`config.mk`:
```
export PLATFORM = sky130hd
export DESIGN_NAME = serial_operand_shifter
export DESIGN_NICKNAME = d
export VERILOG_FILES = /design/src/rtl/serial_add_pkg.sv /design/src/rtl/piso_shift_reg.sv /design/src/rtl/serial_operand_shifter.sv
export SDC_FILE = /design/constraint.sdc
export NUM_CORES = 1
export LEC_CHECK = 0
export CORE_MARGIN = 2
export CORE_UTILIZATION = 45
export DETAILED_ROUTE_END_ITERATION = 8
export GPL_TIMING_DRIVEN = 1
export PLACE_DENSITY = 0.75
export SLEW_MARGIN = 20
export SYNTH_ARGS = -nofsm -noshare
export SYNTH_HDL_FRONTEND = slang
export SYNTH_SLANG_ARGS = --single-unit
```
`constraint.sdc`:
```
create_clock -name clk -period 1.7 [get_ports clk]
set_clock_uncertainty 0.1 [all_clocks]
set_input_delay 0.17 -clock clk [delete_from_list [all_inputs] [get_ports clk]]
set_output_delay 0.17 -clock clk [all_outputs]
set_load 0.01 [all_outputs]
```
`src/rtl/serial_add_pkg.sv`:
```
// Shared definitions for the bit-serial adder datapath: feeder FSM states,
// default operand geometry and frame-size helpers.
package serial_add_pkg;

   typedef enum logic {
      IDLE  = 1'b0,
      SHIFT = 1'b1
   } state_t;

   localparam int DEFAULT_WIDTH  = 8;
   localparam int DEFAULT_EXTEND = 1;

   // Bits per serial frame: operand bits plus trailing zero padding.
   function automatic int nbits_of(input int width, input int extend);
      return width + extend;
   endfunction

   function automatic int count_width(input int nbits);
      return $clog2(nbits + 1);
   endfunction

endpackage

```
`src/rtl/piso_shift_reg.sv`:
```
// Parallel-in / serial-out shift register, LSB first, zero fill on shift.
// Load takes priority over shift.
module piso_shift_reg #(
   parameter int N = 9
) (
   input  logic         clk,
   input  logic         rst,
   input  logic         i_load,
   input  logic         i_shift,
   input  logic [N-1:0] i_data,
   output logic         o_serial
);

   logic [N-1:0] r_sreg;

   always_ff @(posedge clk or posedge rst) begin
      if (rst) begin
         r_sreg <= '0;
      end else if (i_load) begin
         r_sreg <= i_data;
      end else if (i_shift) begin
         r_sreg <= {1'b0, r_sreg[N-1:1]};
      end
   end

   assign o_serial = r_sreg[0];

endmodule

```
`src/rtl/serial_operand_shifter.sv`:
```
// Serialises a pair of parallel operands LSB first with first/last frame
// markers, feeding the bit-serial adder one bit per clock.
module serial_operand_shifter
   import serial_add_pkg::*;
#(
   parameter int WIDTH  = DEFAULT_WIDTH,
   parameter int EXTEND = DEFAULT_EXTEND
) (
   input  logic             clk,
   input  logic             rst,
   input  logic             in_valid,
   output logic             in_ready,
   input  logic [WIDTH-1:0] op_a,
   input  logic [WIDTH-1:0] op_b,
   output logic             a,
   output logic             b,
   output logic             bit_valid,
   output logic             first_bit,
   output logic             last_bit,
   output logic             busy
);

   localparam int NBITS = nbits_of(WIDTH, EXTEND);
   localparam int CW    = count_width(NBITS);
   localparam logic [CW-1:0] LAST_IDX = CW'(NBITS - 1);

   state_t          r_state;
   state_t          w_state_next;
   logic [CW-1:0]   r_count;
   logic [CW-1:0]   w_count_next;
   logic            r_first;
   logic            w_first_next;
   logic            r_last;
   logic            w_last_next;
   logic            w_at_last;
   logic            w_accept;
   logic            w_shift;
   logic [NBITS-1:0] w_load_a;
   logic [NBITS-1:0] w_load_b;
   logic            w_serial_a;
   logic            w_serial_b;

   assign w_at_last = (r_state == SHIFT) && (r_count == LAST_IDX);
   assign in_ready  = !rst && ((r_state == IDLE) || w_at_last);
   assign w_accept  = in_valid && in_ready;
   assign w_shift   = (r_state == SHIFT) && !w_accept;

   // Padding bits above the operand are zero so the adder flushes its carry.
   assign w_load_a = NBITS'(op_a);
   assign w_load_b = NBITS'(op_b);

   always_comb begin
      w_state_next = r_state;
      w_count_next = r_count;
      w_first_next = 1'b0;
      w_last_next  = 1'b0;
      if (w_accept) begin
         w_state_next = SHIFT;
         w_count_next = '0;
         w_first_next = 1'b1;
      end else begin
         case (r_state)
            SHIFT: begin
               if (r_count == LAST_IDX) begin
                  w_state_next = IDLE;
                  w_count_next = '0;
               end else begin
                  w_count_next = r_count + CW'(1);
                  w_last_next  = ((r_count + CW'(1)) == LAST_IDX);
               end
            end
            default: begin
               w_state_next = IDLE;
            end
         endcase
      end
   end

   always_ff @(posedge clk or posedge rst) begin
      if (rst) begin
         r_state <= IDLE;
         r_count <= '0;
         r_first <= 1'b0;
         r_last  <= 1'b0;
      end else begin
         r_state <= w_state_next;
         r_count <= w_count_next;
         r_first <= w_first_next;
         r_last  <= w_last_next;
      end
   end

   // The shift registers empty themselves over a frame, so a/b read 0 in IDLE
   // without extra gating.
   piso_shift_reg #(.N(NBITS)) u_piso_a (
      .clk      (clk),
      .rst      (rst),
      .i_load   (w_accept),
      .i_shift  (w_shift),
      .i_data   (w_load_a),
      .o_serial (w_serial_a)
   );

   piso_shift_reg #(.N(NBITS)) u_piso_b (
      .clk      (clk),
      .rst      (rst),
      .i_load   (w_accept),
      .i_shift  (w_shift),
      .i_data   (w_load_b),
      .o_serial (w_serial_b)
   );

   assign a         = w_serial_a;
   assign b         = w_serial_b;
   assign bit_valid = (r_state == SHIFT);
   assign busy      = (r_state == SHIFT);
   assign first_bit = r_first;
   assign last_bit  = r_last;

endmodule

```
==> results.md, run 1 <==
- Status: finished, final reports clean
- Syn. warnings: 0
- CP peak stage delay: 400 ps
- Clock-pin slew on the worst setup and hold paths: between 100 and 150 ps
- Top_reg_cell synth: dfrtp_1
- Area occupied by registers: slightly below 600 µm²
- Post-Syn Instances: around 110
- Vias in the first global route: around 930
- Crit end category: flip-flop
- Number of cells on the worst reg-to-reg path: 7
- Cell taking the most area after synthesis: dfrtp_1
- Largest net degree at the start of global routing: 24
- CP Launch Type: flip-flop
- Arrival time worst endpoint: 1730 ps
- Worst r2r src: r_count[0]
- Area Overhead vs Synth: 32.8%
- Detailed Routing Iterations Pass 1: 4
- Crit path max fanout: 14
- Synth area leaders: dfrtp_1 (47%), o221a_1 (12%), or3_1 (6.6%)
- Fin. max-slew vios: 0
- Yosys reg bits: 23
- Worst setup path class: reg2reg
- Die footprint: about 3200 µm²
- Initial DRC count: 21
- Area of the multi-input gates: approximately 570 µm²
- Worst VDD drop: roughly 0.90 mV
- CTS H-Tree Depth: 1
- R2r setup slk: ~68 ps
- CTS Hold Bufs: 0
- Layout cells sized above 1: 0.217
- CP top delay family: flip-flops
- Die W: 56.2 µm
- Worst hold path class: in2async
- # fillers: 215
- Global-route wire length before repair: 4.35 mm
- Syn_area_per_cell: between 10 and 15 µm²
- Worst skew pair latency: approximately 310 ps
- Initial Util: 0.487
- Crit path from: r_count[0]
- Io pins: 26
- Total CTS buffers: 3
- Crit-path cells: inv_1 -> ha_4 -> buf_4 -> and3b_4 -> o21ai_4 -> buf_12 -> o221a_1
- Async SR Flop Fraction: 1.00
- Fin crit share: 0.960
- Design area: about 1600 µm²
- # nets final: 166
- Row count: 18
- Clk root buf: clkbuf_4
- Worst EP required: ~1800 ps
- Final setup violation count: 0
- Drc violations: 0
- MaxCap Viol Count: 0
- N_diodes: 0
- Buf+Inv Stages, Crit Path: 3
- Top cell type's share of synthesized area: 0.469
- Synth Cell Area: 1230 µm²
- Post-synth top cells: dfrtp_1 (23), o221a_1 (13), or3_1 (13), nand2_1 (8)
- Crit path max-delay cell type: dfrtp_1
- PD cells: 1620 nW/µm²
- DP HPWL: between 1.5 and 2 mm
- Fin crit period: approximately 1600 ps
- Fmax: around 600 MHz
- DR vias: about 970
- CTS Sinks: 23
- Core footprint: 2520 µm²
- Total negative slack: 0 ps
- Syn Nets: around 130
- DRT Wirelength: 2.65 mm
- Total grt overflow: 0
- Count of final hold-check violations: 0
- Dpl cell area: around 1500 µm²
- Leakage: approximately 0.70 nW
- Layout Utilization: 0.646
- Clock Tree Buf Depth: 2
- Number of enable flip-flop cells after synthesis: 0
- Die H: 56.2 µm
- Initial antenna violation count: 0
- Synth cell types: 31
- Gr usage total: 0.176
- Count leader, synth: dfrtp_1
- R2R Path End: u_piso_a.r_sreg[6]
- Routed length per instance: between 15 and 20 µm
- Worst-Margin Slew: around 300 ps
- Sequential fraction of the synthesis area: 0.469
- TritonCTS clock tree: done
- RePlAce Congestion: ~0.76
- Via/cell ratio: between 5 and 6
- Final antenna-violating net count: 0
- Unrepaired setup endpoints after global routing: false
- # port buffers: 25
- Max-slew headroom: 0.802
## worst max-delay path by stage
stage          cells past startpoint                  to
2_1_floorplan                      6  u_piso_a.r_sreg[0]
3_3_place_gp                       4  u_piso_a.r_sreg[6]
3_5_place_dp                       4  u_piso_b.r_sreg[2]
4_1_cts                            6  u_piso_a.r_sreg[6]
5_1_grt                            7  u_piso_b.r_sreg[0]
6_report                           7  u_piso_a.r_sreg[6]
## timing repair
item | CTS | global route
pin swaps | 0 | 1
buffers inserted | 0 | 4
endpoints found under the setup margin | 16 | 15
gates resized for setup | 7 | 2
endpoints found under the hold margin | 0 | 0
## cell type report
type,instances,share of cell area
sequential,23,0.354
multi-input combinational,68,0.348
timing repair buffer,42,0.244
tap,30,0.0230
clock buffer,3,0.0138
inverter,6,0.0138
clock inverter,1,0.00307
## flip-flops by register name, summed over array words and instances, names as in the netlist
signal           flops
u_piso_b.r_sreg      8
last_bit             1
r_count              4
u_piso_a.r_sreg      8
bit_valid            1
first_bit            1
## stage by stage
step / setup slack [ps] / cells / hold slack, ps / power [mW]
6_report: 67.7 / 173 / 216 / 2.64
5_1_grt: 6.23 / 173 / 254 / 2.85
4_1_cts: 21.0 / 169 / 227 / 2.52
3_5_place_dp: -130 / 165 / 423 / 2.25
3_3_place_gp: -79.1 / 165 / 419 / 2.18
2_1_floorplan: 92.9 / 106 / 71.9 / 1.82
## layout by cell type, fill, tap and decap left out, types with 3 or more instances in the layout
cell             count
clkdlybuf4s50_1     24
dfrtp_1             22
buf_4               15
or3_1               13
o221a_1             13
nand2_1              8
inv_1                4
mux2i_1              4
nand3_1              3
a21oi_1              3
clkbuf_4             3
## power breakdown
part	internal (mW)	leakage [nW]	switching, mW
clock network	0.0879	0.0177	0.162
registers	0.785	0.284	0.143
logic	0.814	0.402	0.653
## cell families after synthesis
group | after synthesis | synth area share
mux | 4 | 0.0326
buf+inv | 15 | 0.0846
fa+ha+maj | 3 | 0.0306
simple gates | 33 | 0.168
compound gates | 28 | 0.215
flops | 23 | 0.469
## tightest hold or removal path: cells and delay by family
kind / cells / cell delay [ps]
buf+inv: 3 / 860
## routing by layer
layer  track usage  wire length, µm  vias up
met2         0.264             1260       31
met4        0.0544               16        0
li1              -                -      474
met1         0.244             1220      464
met3        0.0535              151        2
met5             0                0        -
(Power assumes the default switching activity.)
==> run 2, diff against run 1 <==
--- a/config.mk
+++ b/config.mk
@@ -6,10 +6,10 @@
 export NUM_CORES = 1
 export LEC_CHECK = 0
 export CORE_MARGIN = 2
-export CORE_UTILIZATION = 45
+export CORE_UTILIZATION = 53
 export DETAILED_ROUTE_END_ITERATION = 8
 export GPL_TIMING_DRIVEN = 1
-export PLACE_DENSITY = 0.75
+export PLACE_DENSITY = 0.83
 export SLEW_MARGIN = 20
 export SYNTH_ARGS = -nofsm -noshare
 export SYNTH_HDL_FRONTEND = slang
==> constraint.sdc (replaced) <==
create_clock -name clk -period 1.9 [get_ports clk]
set_clock_uncertainty 0.1 [all_clocks]
set_input_delay 0.19 -clock clk [delete_from_list [all_inputs] [get_ports clk]]
set_output_delay 0.19 -clock clk [all_outputs]
set_load 0.01 [all_outputs]
==> run 2 against run 1 <==
Clock power is 5% lower. Critical path depth is 6 lower. Sequential share of layout area is 2.3 points higher. Via count is 0.93% higher. Hold slack hardly changed. Clock-buffer cell count stayed put. Global-route usage is 5.1 points higher. Core utilization is 5.0 points higher. Die area is 14% lower. Combinational power is 29% lower. Cell count is 5.8% lower. Non-clock buffer count is 8 lower. Largest cell class unchanged.
==> results.md, run 2 (synthesized netlist as in run 1, its figures left out) <==
- Buf+Inv Stages, Crit Path: 1 (-2)
- # placed instances: 158 (-4.2%)
- Routed length per instance: 15.7 µm (+2.3%)
- Initial antenna violation count: 0 (unchanged)
- DR vias: 980 (+0.93%)
- Status: finished, final reports clean
- Fin crit period: between 1500 and 2000 ps
- Arrival time worst endpoint: 1470 ps (-260 ps)
- Total grt overflow: 0 (unchanged)
- Max-slew headroom: 0.631 (-0.171)
- Number of cells on the worst reg-to-reg path: 5 (-2)
- Crit path from: bit_valid
- Worst skew pair latency: 320 ps (about the same)
- Io pins: 26 (unchanged)
- Leakage: 0.652 nW (-7.4%)
- MaxCap Viol Count: 0 (unchanged)
- Layout cells sized above 1: 0.156 (-0.0612)
- Most used routing layer: met2
- N_diodes: 0 (unchanged)
- Worst r2r src: r_count[1]
- Global-route wire length before repair: 4.40 mm (+0.96%)
- Clock-pin slew on the worst setup and hold paths: 140 ps (about the same)
- Met2 global-route usage: 0.359 (+0.0948)
- Die footprint: 2720 µm² (-14%)
- Core footprint: 2190 µm² (-13%)
- Initial DRC count: 21 (unchanged)
- Worst Hold Slack: 216 ps (+0.135 ps)
- PD cells: 1410 nW/µm² (-13%)
- CTS Sinks: 23 (unchanged)
- CP top delay family: buffers and inverters
- Dpl ws: 65.0 ps (+195 ps)
- Detailed Routing Iterations Pass 1: 4 (unchanged)
- Fin. max-slew vios: 0 (unchanged)
- Worst-Margin Slew: 553 ps (+256 ps)
- Worst hold path class: in2async
- Die W: 52.1 µm (-7.3%)
- Initial Util: 0.560 (+0.0736)
- Drc violations: 0 (unchanged)
- CP Launch Type: flip-flop
- Count of final hold-check violations: 0 (unchanged)
- Vias in the first global route: 927 (-0.11%)
- # port buffers: 25 (unchanged)
- Clock Tree Buf Depth: 2 (unchanged)
- Commonest cells after routing, fill and taps aside: clkdlybuf4s50_1 (24), dfrtp_1 (23), or3_1 (13), o221a_1 (13), buf_4 (9)
- TritonCTS clock tree: done
- Worst EP required: 1610 ps (-190 ps)
- Worst setup path class: reg2out
- RePlAce Congestion: 0.753 (-1.1%)
- Final setup violation count: 0 (unchanged)
- Filler-free cell count of the finished design: 163 (-5.8%)
- Total CTS buffers: 3 (unchanged)
- DP HPWL: 1.87 mm (-2.5%)
- Dpl cell area: 1490 µm² (-3.4%)
- Final worst-path setup slack: 145 ps (+77.3 ps)
- Crit-path cells: clkdlybuf4s50_1
- Row count: 17 (-1)
- Levels on crit path: 1 (-6)
- Area Overhead vs Synth: 24.4%
- DRT Wirelength: 2.55 mm (-3.6%)
- Via/cell ratio: 6.01 (+7.1%)
- Die H: 52.1 µm (-7.3%)
- Layout Utilization: 0.697 (+0.0504)
- Worst VDD drop: 1.05 mV (+17%)
- GR Util met1: 0.299 (+0.0553)
- Unrepaired setup endpoints after global routing: false
- Final antenna-violating net count: 0 (unchanged)
- Fmax: around 570 MHz
- Design area: 1530 µm² (-6.4%)
- Met3 GRT Util: 0.0259 (-0.0276)
- CP peak stage delay: 610 ps (+210 ps)
- Top Registers: u_piso_a.r_sreg x8, u_piso_b.r_sreg x8, r_count x4
- # nets final: 158 (-4.8%)
- Clk root buf: clkbuf_4
- Crit path max-delay cell type: clkdlybuf4s50_1
- Fin crit share: 0.924
- Total negative slack: 0 ps (unchanged)
- Crit end category: output port
- Gr usage total: 0.227 (+0.0507)
- Most common cell after layout, fill and taps aside: clkdlybuf4s50_1
- Crit path max fanout: 12 (-2)
- CTS H-Tree Depth: 1 (unchanged)
- Largest net degree at the start of global routing: 20 (-17%)
- Total power draw: 2.15 mW (-19%)
[run 2: what timing repair did]
action | CTS | global route
setup buffers | 1 | 0
endpoints found under the setup margin | 1 | 1
resized for setup | 1 | 3
hold buffers | 0 | 0
[run 2: report_power, final]
group	internal, mW	leakage (nW)	total (mW)	switching, mW
Sequential	0.699	0.285	0.867	0.167
Combinational	0.565	0.353	1.04	0.479
Clock	0.0804	0.0139	0.237	0.157
Total	1.35	0.652	2.15	0.803
[run 2: layout make-up]
type | instances | area (µm²)
clock buffer | 3 | 22.5
sequential | 23 | 576
fill | 154 | 664
inverter | 6 | 22.5
clock inverter | 1 | 7.51
multi-input combinational | 68 | 551
tap | 28 | 35.0
timing repair buffer | 34 | 313
[run 2: path summary, 6_finish.rpt]
path | slack (ps) | end
setup / recovery | 140 | bit_valid
hold / removal | 220 | u_piso_b.r_sreg[6]
setup reg to reg | 180 | u_piso_a.r_sreg[2]
hold reg to reg | 450 | u_piso_b.r_sreg[3]
max in group asynchronous | 1320 | r_count[2]
min in group clk | 340 | u_piso_a.r_sreg[7]
[run 2: layer usage]
metal / part of all wire / routed length, µm
met1: 0.45 / 1160
met2: 0.48 / 1230
met3: 0.036 / 91
met4: 0.028 / 71
met5: 0 / 0
